### src/rtl/fft_delay_buffer.sv
// Complex {Re,Im} delay line of DEPTH enabled edges for R2SDF feedback paths.
// A circular RAM of DEPTH-1 entries feeds a registered read stage; the output stays zero until the line is full.
module fft_delay_buffer #(
    parameter int WIDTH = 37,
    parameter int DEPTH = 2,
    parameter int AW    = 10
) (
    input  logic             iClk,
    input  logic             iRst,
    input  logic             iEn,
    input  logic             iFlush,
    input  logic [WIDTH-1:0] iData_Re,
    input  logic [WIDTH-1:0] iData_Im,
    output logic [WIDTH-1:0] oData_Re,
    output logic [WIDTH-1:0] oData_Im,
    output logic             oValid
);

    // The RAM is rounded up to a power of two so that the index width matches exactly.
    // Entries above DEPTH-2 are never addressed.
    localparam int PW        = (DEPTH > 2) ? $clog2(DEPTH - 1) : 1;
    localparam int MEM_DEPTH = 2 ** PW;
    localparam int CW        = $clog2(DEPTH + 1);

    localparam logic [AW-1:0] LAST_PTR = AW'(DEPTH - 2);
    localparam logic [CW-1:0] FULL_CNT = CW'(DEPTH);
    localparam logic [CW-1:0] PRE_FULL = CW'(DEPTH - 1);

    logic [2*WIDTH-1:0] r_mem [MEM_DEPTH];
    logic [2*WIDTH-1:0] r_rd;
    logic [AW-1:0]      r_wptr;
    logic [CW-1:0]      r_cnt;
    logic               r_valid;

    logic               w_clr;
    logic               w_adv;
    logic [PW-1:0]      w_addr;

    assign w_clr  = iRst | iFlush;
    assign w_adv  = iEn & ~w_clr;
    assign w_addr = r_wptr[PW-1:0];

    // Read-before-write on the same address gives DEPTH-1 RAM stages plus the read register.
    always_ff @(posedge iClk) begin
        if (w_adv) begin
            r_rd          <= r_mem[w_addr];
            r_mem[w_addr] <= {iData_Re, iData_Im};
        end
    end

    always_ff @(posedge iClk) begin
        if (w_clr) begin
            r_wptr  <= '0;
            r_cnt   <= '0;
            r_valid <= 1'b0;
        end else if (iEn) begin
            r_wptr  <= (r_wptr == LAST_PTR) ? '0 : r_wptr + AW'(1);
            if (r_cnt != FULL_CNT) begin
                r_cnt <= r_cnt + CW'(1);
            end
            r_valid <= (r_cnt >= PRE_FULL);
        end
    end

    // The read register is not reset, so it is masked until the line has filled.
    assign oData_Re = r_valid ? r_rd[2*WIDTH-1:WIDTH] : '0;
    assign oData_Im = r_valid ? r_rd[WIDTH-1:0]       : '0;
    assign oValid   = r_valid;

endmodule

### config.mk
export PLATFORM = sky130hd
export DESIGN_NAME = fft_delay_buffer
export DESIGN_NICKNAME = d
export VERILOG_FILES = /design/src/rtl/fft_delay_buffer.sv
export SDC_FILE = /design/constraint.sdc
export NUM_CORES = 1
export LEC_CHECK = 0
export CAP_MARGIN = 20
export CELL_PAD_IN_SITES_DETAIL_PLACEMENT = 1
export CELL_PAD_IN_SITES_GLOBAL_PLACEMENT = 2
export CORE_UTILIZATION = 25
export CTS_CLUSTER_DIAMETER = 30
export DETAILED_ROUTE_END_ITERATION = 10
export GPL_TIMING_DRIVEN = 0
export HOLD_SLACK_MARGIN = 0.02
export PLACE_DENSITY_LB_ADDON = 0.1
export SLEW_MARGIN = 20
export SYNTH_ARGS = -nofsm -noshare
export SYNTH_HDL_FRONTEND = slang
export SYNTH_SLANG_ARGS = --single-unit
### constraint.sdc
create_clock -name iClk -period 6.3 [get_ports iClk]
set_clock_uncertainty 0.15 [all_clocks]
set_input_delay 0.63 -clock iClk [delete_from_list [all_inputs] [get_ports iClk]]
set_output_delay 0.63 -clock iClk [all_outputs]
set_load 0.02 [all_outputs]
# After elaboration in Yosys (flattened, before gate mapping)
# Memory sizes are Yosys's and may differ from the RTL's. A register that Yosys moved wholly into a read port is not among the register bits.
# Index checks and enable logic that the tools add are counted.
[totals] reg_bits=13 latchBits=0 ram_bits=148 rom_bits=0 in_bits=78 out_inout_bits=75 elab_cells=18 n_memories=1
[classes] add_sub_neg=2 n_mul=0 n_div=0 magnitude_cmp=1 n_eq_ne=1 shifts=0 muxes=5 bitwise=3 reduce_logical=2
[memory_table] memory="r_mem" depth=2 word_bits=74 rd=1 rd_ports_with_merged_regs=1 write_ports=1 line_no="29" rtl="logic [2*WIDTH-1:0] r_mem [MEM_DEPTH];"
[op_table] op="$mux W37" count=2
[op_table] op="$add A10 B1 Y10 const B" count=1
[op_table] op="$logic_not A10 Y1" count=1
[op_table] op="$mux W10" count=1
[op_table] op="$add A2 B1 Y2 const B" count=1
[op_table] op="$ge A2 B1 Y1 const B" count=1
[op_table] op="$mux W1" count=2
[op_table] op="$ne A2 B2 Y1 const B" count=1
[op_table] op="$reduce_and A2 Y1" count=1
[op_table] op="$and A1 B1 Y1" count=1
[op_table] op="$not A1 Y1" count=1
[op_table] op="$or A1 B1 Y1" count=1

# Depth between registers and ports, before layout
# Gate-level depths: netlist (run 1).
[logic_depth] word_depth=5 mapped_depth=8 mapped_depth_nobuf=5

# Least setup slack after synthesis (run 1)
# OpenSTA, ideal clock, no wires.
[synth_path] path_type="register to register" from="reg r_wptr[0]" to="mem r_mem[1][0] (netlist name) (enable)" setup_ps=507 t_arrival_ps=4283 t_required_ps=5643 setup_slack_ps=1360 stages_incl_launch_ff=6 path_buffers=3 synth_period_minus_slack_ps=4940 cell_sequence="dfxtp_1 -> clkbuf_1 -> clkbuf_1 -> buf_2 -> inv_1 -> nor2_1"
[synth_rtl] element="start: declaration" line_no="31" rtl="logic [AW-1:0] r_wptr;"
[synth_rtl] element="start signal: assignment" line_no="57" rtl="r_wptr <= (r_wptr == LAST_PTR) ? '0 : r_wptr + AW'(1);"
[synth_rtl] element="end: declaration" line_no="29"
# Straight into the memory's write port.

# Final worst setup path (run 1)
[layout_path] from="reg r_valid (netlist: oValid)" to="out oData_Im[2]"
[layout_between] elab_chain_cells=1
[layout_lines] element="start: declaration" line_no="33" rtl="logic r_valid;"
[layout_lines] element="start signal: assignment" line_no="61" rtl="r_valid <= (r_cnt >= PRE_FULL);"
[layout_lines] element="$mux W37" line_no="67" rtl="assign oData_Im = r_valid ? r_rd[WIDTH-1:0] : '0;"
[layout_lines] element="end: declaration" line_no="15" rtl="output logic [WIDTH-1:0] oData_Im,"
# Every way passes these cells.

==> qor.csv, run 1 <==
metric,value,unit
DRC viols,0,
H-tree depth,2,
sink of the worst hold path,r_wptr[8],
RSZ-0062 raised after global routing,no,
M1 WL,8042,um
synth top area cells,"edfxtp_1 77%, mux2_2 9.6%, and2_1 5.3%, dfxtp_1 3.0%, clkbuf_1 0.65%",
complex-gate fraction of the synthesized area,0.9362,%
IO Pins,153,
placed cell count,1070,
drt wl/cell,17.24,um
post-synthesis cell area,8687,um2
Post-synth EDFFs,222,
R2R setup slack,3.17,ns
type of the worst min-delay path,flop to flop,
GR Overflow Total,0,
GP Congestion,0.6832,
internal power,0.004153,W
Post-Place Setup Slack,3.066,ns
largest family of logic cells by synthesized area,multiplexers,
Synth top cells by count,"222 x edfxtp_1, 74 x and2_1, 74 x mux2_2, 15 x clkbuf_1, 13 x dfxtp_1",
Longest Clk Path Bufs,3,
Detailed Route WL,20380,um
min cycle time layout,3.601,ns
Std-Cell Core Area,33870,um2
fin crit share,57.16,%
status,"finished, final reports clean",
Reg-to-Reg End,r_mem[1][50],
# setup viols final,0,
Initial DRT Pass Iterations,4,
Clock Pin Slew Worst Setup and Hold Paths,0.04,ns
Post-synth ARST share,0,%
top-area cell type share of the netlist area,76.74,%
Hold WS,0.3622,ns
nets@finish,766,
crit-path max FO,10,
critical path's slowest cell,clkdlybuf4s50_1,
WP data arrival,2.82,ns
die height,188.4,um
"flops & latches, synth",235,
NetSw,0.0009745,W
post-synthesis sequential area ratio,79.73,%
post-synth top area cell,edfxtp_1,
Initial Util,25.65,%
layout cells sized above 1,25.89,%
DR top layer,met4,
Port-buffer cells,152,
leak pwr,4.473,nW
Simple-Gate Fraction of Synth Area,7.288,%
switching share of power,19.00,%
largest net degree at the start of global routing,48,
"Avg Cell Area, Syn",18.84,um2
gr usage total,11.72,%
cts hold-fix bufs,0,
clock root cell,clkbuf_16,
met2 wire length,10530,um
row cnt,67,
adder-cell area share of the yosys netlist,0.5761,%
post-route ant nets,0,
fin cells,1182,
hold wc startpoint,r_wptr[8],
Clk pwr share,62.4,%
die width,188.4,um
setup total negative slack,0,ns
"Distinct cells, synth",26,
final setup margin,2.699,ns
maximum clock frequency,0.2777,GHz
"Worst Path Class, Setup",flop to output port,
Max-slew headroom,48.52,%
worst-path cell chain,clkbuf_1 > clkbuf_1 > and2_1 > clkdlybuf4s50_1,
first-pass GRT wire length,31420,um
hpwl dp,13120,um
final core utilization,38.84,%
setup repair bufs after CTS,0,
via count,4742,
initial antenna violation count,0,
Max Cap Viol,0,
mean number of vias per cell,4.012,
synthesized net count,543,
CTS buffer count,60,
mux share of post-synthesis cell area,9.823,%
sequential share of power,34.2,%
post-synthesis cell count,461,
CTS resizes,0,
Crit Reg-Reg Startpoint,r_wptr[0],
wire length on met3,1326,um
Startpoint Class,flop,
Max stage delay on crit path,0.63,ns
Crit. End Element,output port,
Starting DRT DRC Count,190,
clock sink count,235,
Layout area overhead,51.43,%
Synth warnings,0,
clock latency on the worst-skew pair,0.55,ns
Worst VDD drop,214.7,uV
Synth Flop Type,edfxtp_1,
hold path depth,2,
Combinational Power Share,3.3,%
TritonCTS clock tree,done,
PwrDens,389.8,nW/um2
antenna cells,0,
most frequent cell after synthesis,edfxtp_1,
Slew @ Worst Pin,0.7723,ns
Worst Reg-to-Reg Cells,7,
xor/xnor share of the synthesized area,0.5041,%
Final Hold Fails,0,
count of pins over their slew limit,0,
critical path required time,5.52,ns
die area,35500,um2
most frequent CP cell,clkbuf_1,
vias in the first global route,5525,
## power by group through the flow
stage / registers, W / logic [W] / clock network [W]
after floorplan: 0.00178 / 0.0000661 / 0
after global placement: 0.00179 / 0.000161 / 0
after detailed placement: 0.00178 / 0.000176 / 0
after CTS: 0.00176 / 0.000177 / 0.00327
after global routing: 0.00176 / 0.000185 / 0.00335
final: 0.00176 / 0.000171 / 0.00320
## per-stage QoR
stage          area (um2)  total power, W
2_1_floorplan        8687        0.001849
3_3_place_gp        10770        0.001948
4_1_cts             13160        0.005204
6_report            13160        0.005128
5_1_grt             13160        0.005296
3_5_place_dp        11020        0.001958
## registers in the layout, indices dropped and copies added, names as in the netlist
name	cells
r_mem	148
r_rd	74
r_cnt	2
oValid	1
r_wptr	10
## final cells by class
type,instances,area (um2)
multi-input combinational,201,1677
inverter,6,27.53
fill,3391,20710
clock inverter,43,576.8
buffer,19,76.32
clock buffer,69,1556
tap,448,560.5
timing repair buffer,161,1754
sequential,235,6927
## placed cells by master (no fill, tap or decap), types with 5 or more instances in the layout
cell,instances
clkbuf_1,23
clkdlybuf4s50_1,152
clkinv_2,15
nand2_1,6
buf_16,7
inv_1,5
o21ai_0,5
nor2_1,7
mux2_2,74
clkbuf_16,61
edfxtp_1,222
clkinvlp_4,5
and2_1,74
clkinv_1,7
dfxtp_1,13
nand4_1,5
bufinv_16,14
## critical path: cells and delay by family, from the launching register on
| kind | cells | cell delay (ns) |
|---|---|---|
| flip-flops | 1 | 0.38 |
| AND/OR/NAND/NOR | 1 | 0.21 |
| buffers and inverters | 3 | 1.67 |
## worst max-delay path by stage
stage | end | depth (start not counted) | startpoint
floorplan | r_mem[1][0] | 5 | r_wptr[0]
global placement | r_mem[1][10] | 5 | r_wptr[0]
detailed placement | r_mem[1][54] | 7 | r_wptr[0]
CTS | oData_Im[2] | 4 | oValid
global route | oData_Im[0] | 4 | oValid
finish | oData_Im[2] | 4 | oValid
## cells by family (layout without fill, tap and decap cells)
kind of cell               count (synthesis)  after routing
xor gates and xnor gates                   5              5
buffers and inverters                     25            298
muxes                                     76             76
DFF                                      235            235
and+or+nand+nor                          105            105
adders and majority gates                  4              4
AOI/OAI and AO/OA                         11             11
## per-layer routing
layer | vias to the layer above | track usage [%]
li1 | 2210 | -
met1 | 2357 | 13.03
met2 | 130 | 20.35
met3 | 45 | 4.098
met4 | 0 | 4.839
met5 | - | 0
No activity file was read; power rests on OpenSTA's default activity.
==> run 2: changes to the inputs <==
==> constraint.sdc (replaced) <==
create_clock -name iClk -period 3.45 [get_ports iClk]
set_clock_uncertainty 0.15 [all_clocks]
set_input_delay 0.345 -clock iClk [delete_from_list [all_inputs] [get_ports iClk]]
set_output_delay 0.345 -clock iClk [all_outputs]
set_load 0.02 [all_outputs]
==> run 2 against run 1 <==
Clock-buffer cell count up 4. Flip-flop and latch count unchanged. Via count grew 0.34%. Wire length fell by 0.71%. Critical path depth unchanged. Power increased by 74%. First-iteration DRC count rose by 1.1%. Largest power group unchanged.
==> qor.csv, run 2 (same netlist as run 1, synthesis figures left out) <==
metric,value,unit,change
drt wl/cell,17.24,um,about the same
maximum clock frequency,0.3202,GHz,
"most common cell after layout, fill and taps aside",edfxtp_1,,
mean number of vias per cell,4.053,,+1.0%
Startpoint Class,flop,,
Port-buffer cells,152,,unchanged
post-route ant nets,0,,unchanged
Crit. End Element,output port,,
Std-Cell Core Area,33870,um2,unchanged
die height,188.4,um,unchanged
count of pins over their slew limit,0,,unchanged
critical path required time,2.95,ns,-2.57 ns
largest net degree at the start of global routing,59,,+23%
gr usage total,11.75,%,+0.027 points
die area,35500,um2,unchanged
min cycle time layout,3.123,ns,
Clock Pin Slew Worst Setup and Hold Paths,0.04,ns,about the same
DRC viols,0,,unchanged
type of the worst min-delay path,primary input to flop,,
"commonest cells after routing, fill and taps aside","222 x edfxtp_1, 152 x clkdlybuf4s50_1, 74 x mux2_2, 74 x and2_1, 57 x clkbuf_16",,
clock latency on the worst-skew pair,0.53,ns,-0.02 ns
"Worst Path Class, Setup",flop to output port,,
TritonCTS clock tree,done,,
H-tree depth,2,,unchanged
vias in the first global route,5472,,-0.96%
leak pwr,4.395,nW,-1.8%
critical path's slowest cell,clkdlybuf4s50_1,,
Initial DRT Pass Iterations,4,,unchanged
Max Cap Viol,0,,unchanged
row cnt,67,,unchanged
Longest Clk Path Bufs,3,,unchanged
Initial Util,25.65,%,unchanged
Slew @ Worst Pin,0.7419,ns,-0.03032 ns
Power Total,0.008921,W,+74%
Largest regs,"r_mem: 148 flops, r_rd: 74 flops, r_wptr: 10 flops",,
Detailed Route WL,20240,um,-0.71%
WP data arrival,2.63,ns,-0.19 ns
first-pass GRT wire length,31390,um,-0.11%
layout cells sized above 1,24.52,%,-1.4 points
clock sink count,235,,unchanged
final setup margin,0.3270,ns,-2.372 ns
fin crit share,90.52,%,
most flop-heavy register,r_mem,,
# setup viols final,0,,unchanged
setup repair bufs after CTS,0,,unchanged
Worst VDD drop,431.7,uV,+100%
initial antenna violation count,1,,+1
cts hold-fix bufs,0,,unchanged
CTS resizes,1,,+1
crit-path max FO,10,,unchanged
nets@finish,762,,-0.52%
via count,4758,,+0.34%
final core utilization,38.37,%,-0.47 points
Layout area overhead,49.59,%,
IO Pins,153,,unchanged
PwrDens,686.5,nW/um2,+76%
status,"finished, final reports clean",,
Max-slew headroom,50.54,%,+2.0 points
worst-path cell chain,clkbuf_2 > clkbuf_1 > and2_1 > clkdlybuf4s50_1,,
Final Hold Fails,0,,unchanged
CTS buffer count,56,,-6.7%
Starting DRT DRC Count,192,,+1.1%
RSZ-0062 raised after global routing,no,,
antenna cells,0,,unchanged
GR Overflow Total,0,,unchanged
hpwl dp,12880,um,-1.8%
max reg flops,148,,unchanged
Hold WS,0.2462,ns,-0.1161 ns
Post-Place Setup Slack,0.1535,ns,-2.912 ns
GP Congestion,0.6875,,+0.63%
die width,188.4,um,unchanged
clock root cell,clkbuf_16,,
Max stage delay on crit path,0.62,ns,about the same
[run 2: changes by cell type in the layout (fill, tap and decap cells not counted)]
cell	change
clkbuf_8	+6
clkinv_2	-8
clkbuf_16	-4
clkinv_1	+3
bufinv_16	-3
clkbuf_2	+1
inv_6	-2
clkbuf_1	+1
clkinvlp_4	-2
[run 2: worst paths after layout]
check,from,end,slack (ns),cells after the start
max,oValid,oData_Im[0],0.33,4
min,iData_Re[9],r_mem[1][46],0.25,1
max reg2reg,r_wptr[0],r_mem[1][22],0.34,7
min reg2reg,r_mem[0][21],r_rd[21],0.39,1
[run 2: critical path, delay by kind of cell (launching register included)]
family / cells / cell delay (ns)
buffers and inverters: 3 / 1.47
DFF: 1 / 0.35
and+or+nand+nor: 1 / 0.27
[run 2: cell type report]
class / instances / area, um2
Fill cell: 3366 / 20870
Clock buffer: 73 / 1546
Inverter: 6 / 27.53
Sequential cell: 235 / 6927
Timing Repair Buffer: 161 / 1754
Multi-Input combinational cell: 201 / 1677
Clock inverter: 31 / 425.4
Tap cell: 448 / 560.5
Buffer: 19 / 77.57
[run 2: power by group]
group          internal [W]  total [W]  switching, W
Sequential          0.00319    0.00321     0.0000122
Clock               0.00391    0.00540       0.00149
Combinational      0.000170   0.000311      0.000141
[run 2: layer usage]
layer,up-vias,global-route usage [%],part of all wire (%)
met5,-,0,0.064
met4,2,4.404,2.1
met3,37,3.949,6.7
met2,136,21.18,53
met1,2384,12.68,39
li1,2199,-,-
[run 2: stage by stage]
step           cell area (um2)  std cells  setup TNS (ns)
6_report                 13000       1174               0
2_1_floorplan             8697        461               0
4_1_cts                  13000       1174               0
3_3_place_gp             10780       1061         -332.25
5_1_grt                  13000       1174               0
3_5_place_dp             11020       1070               0
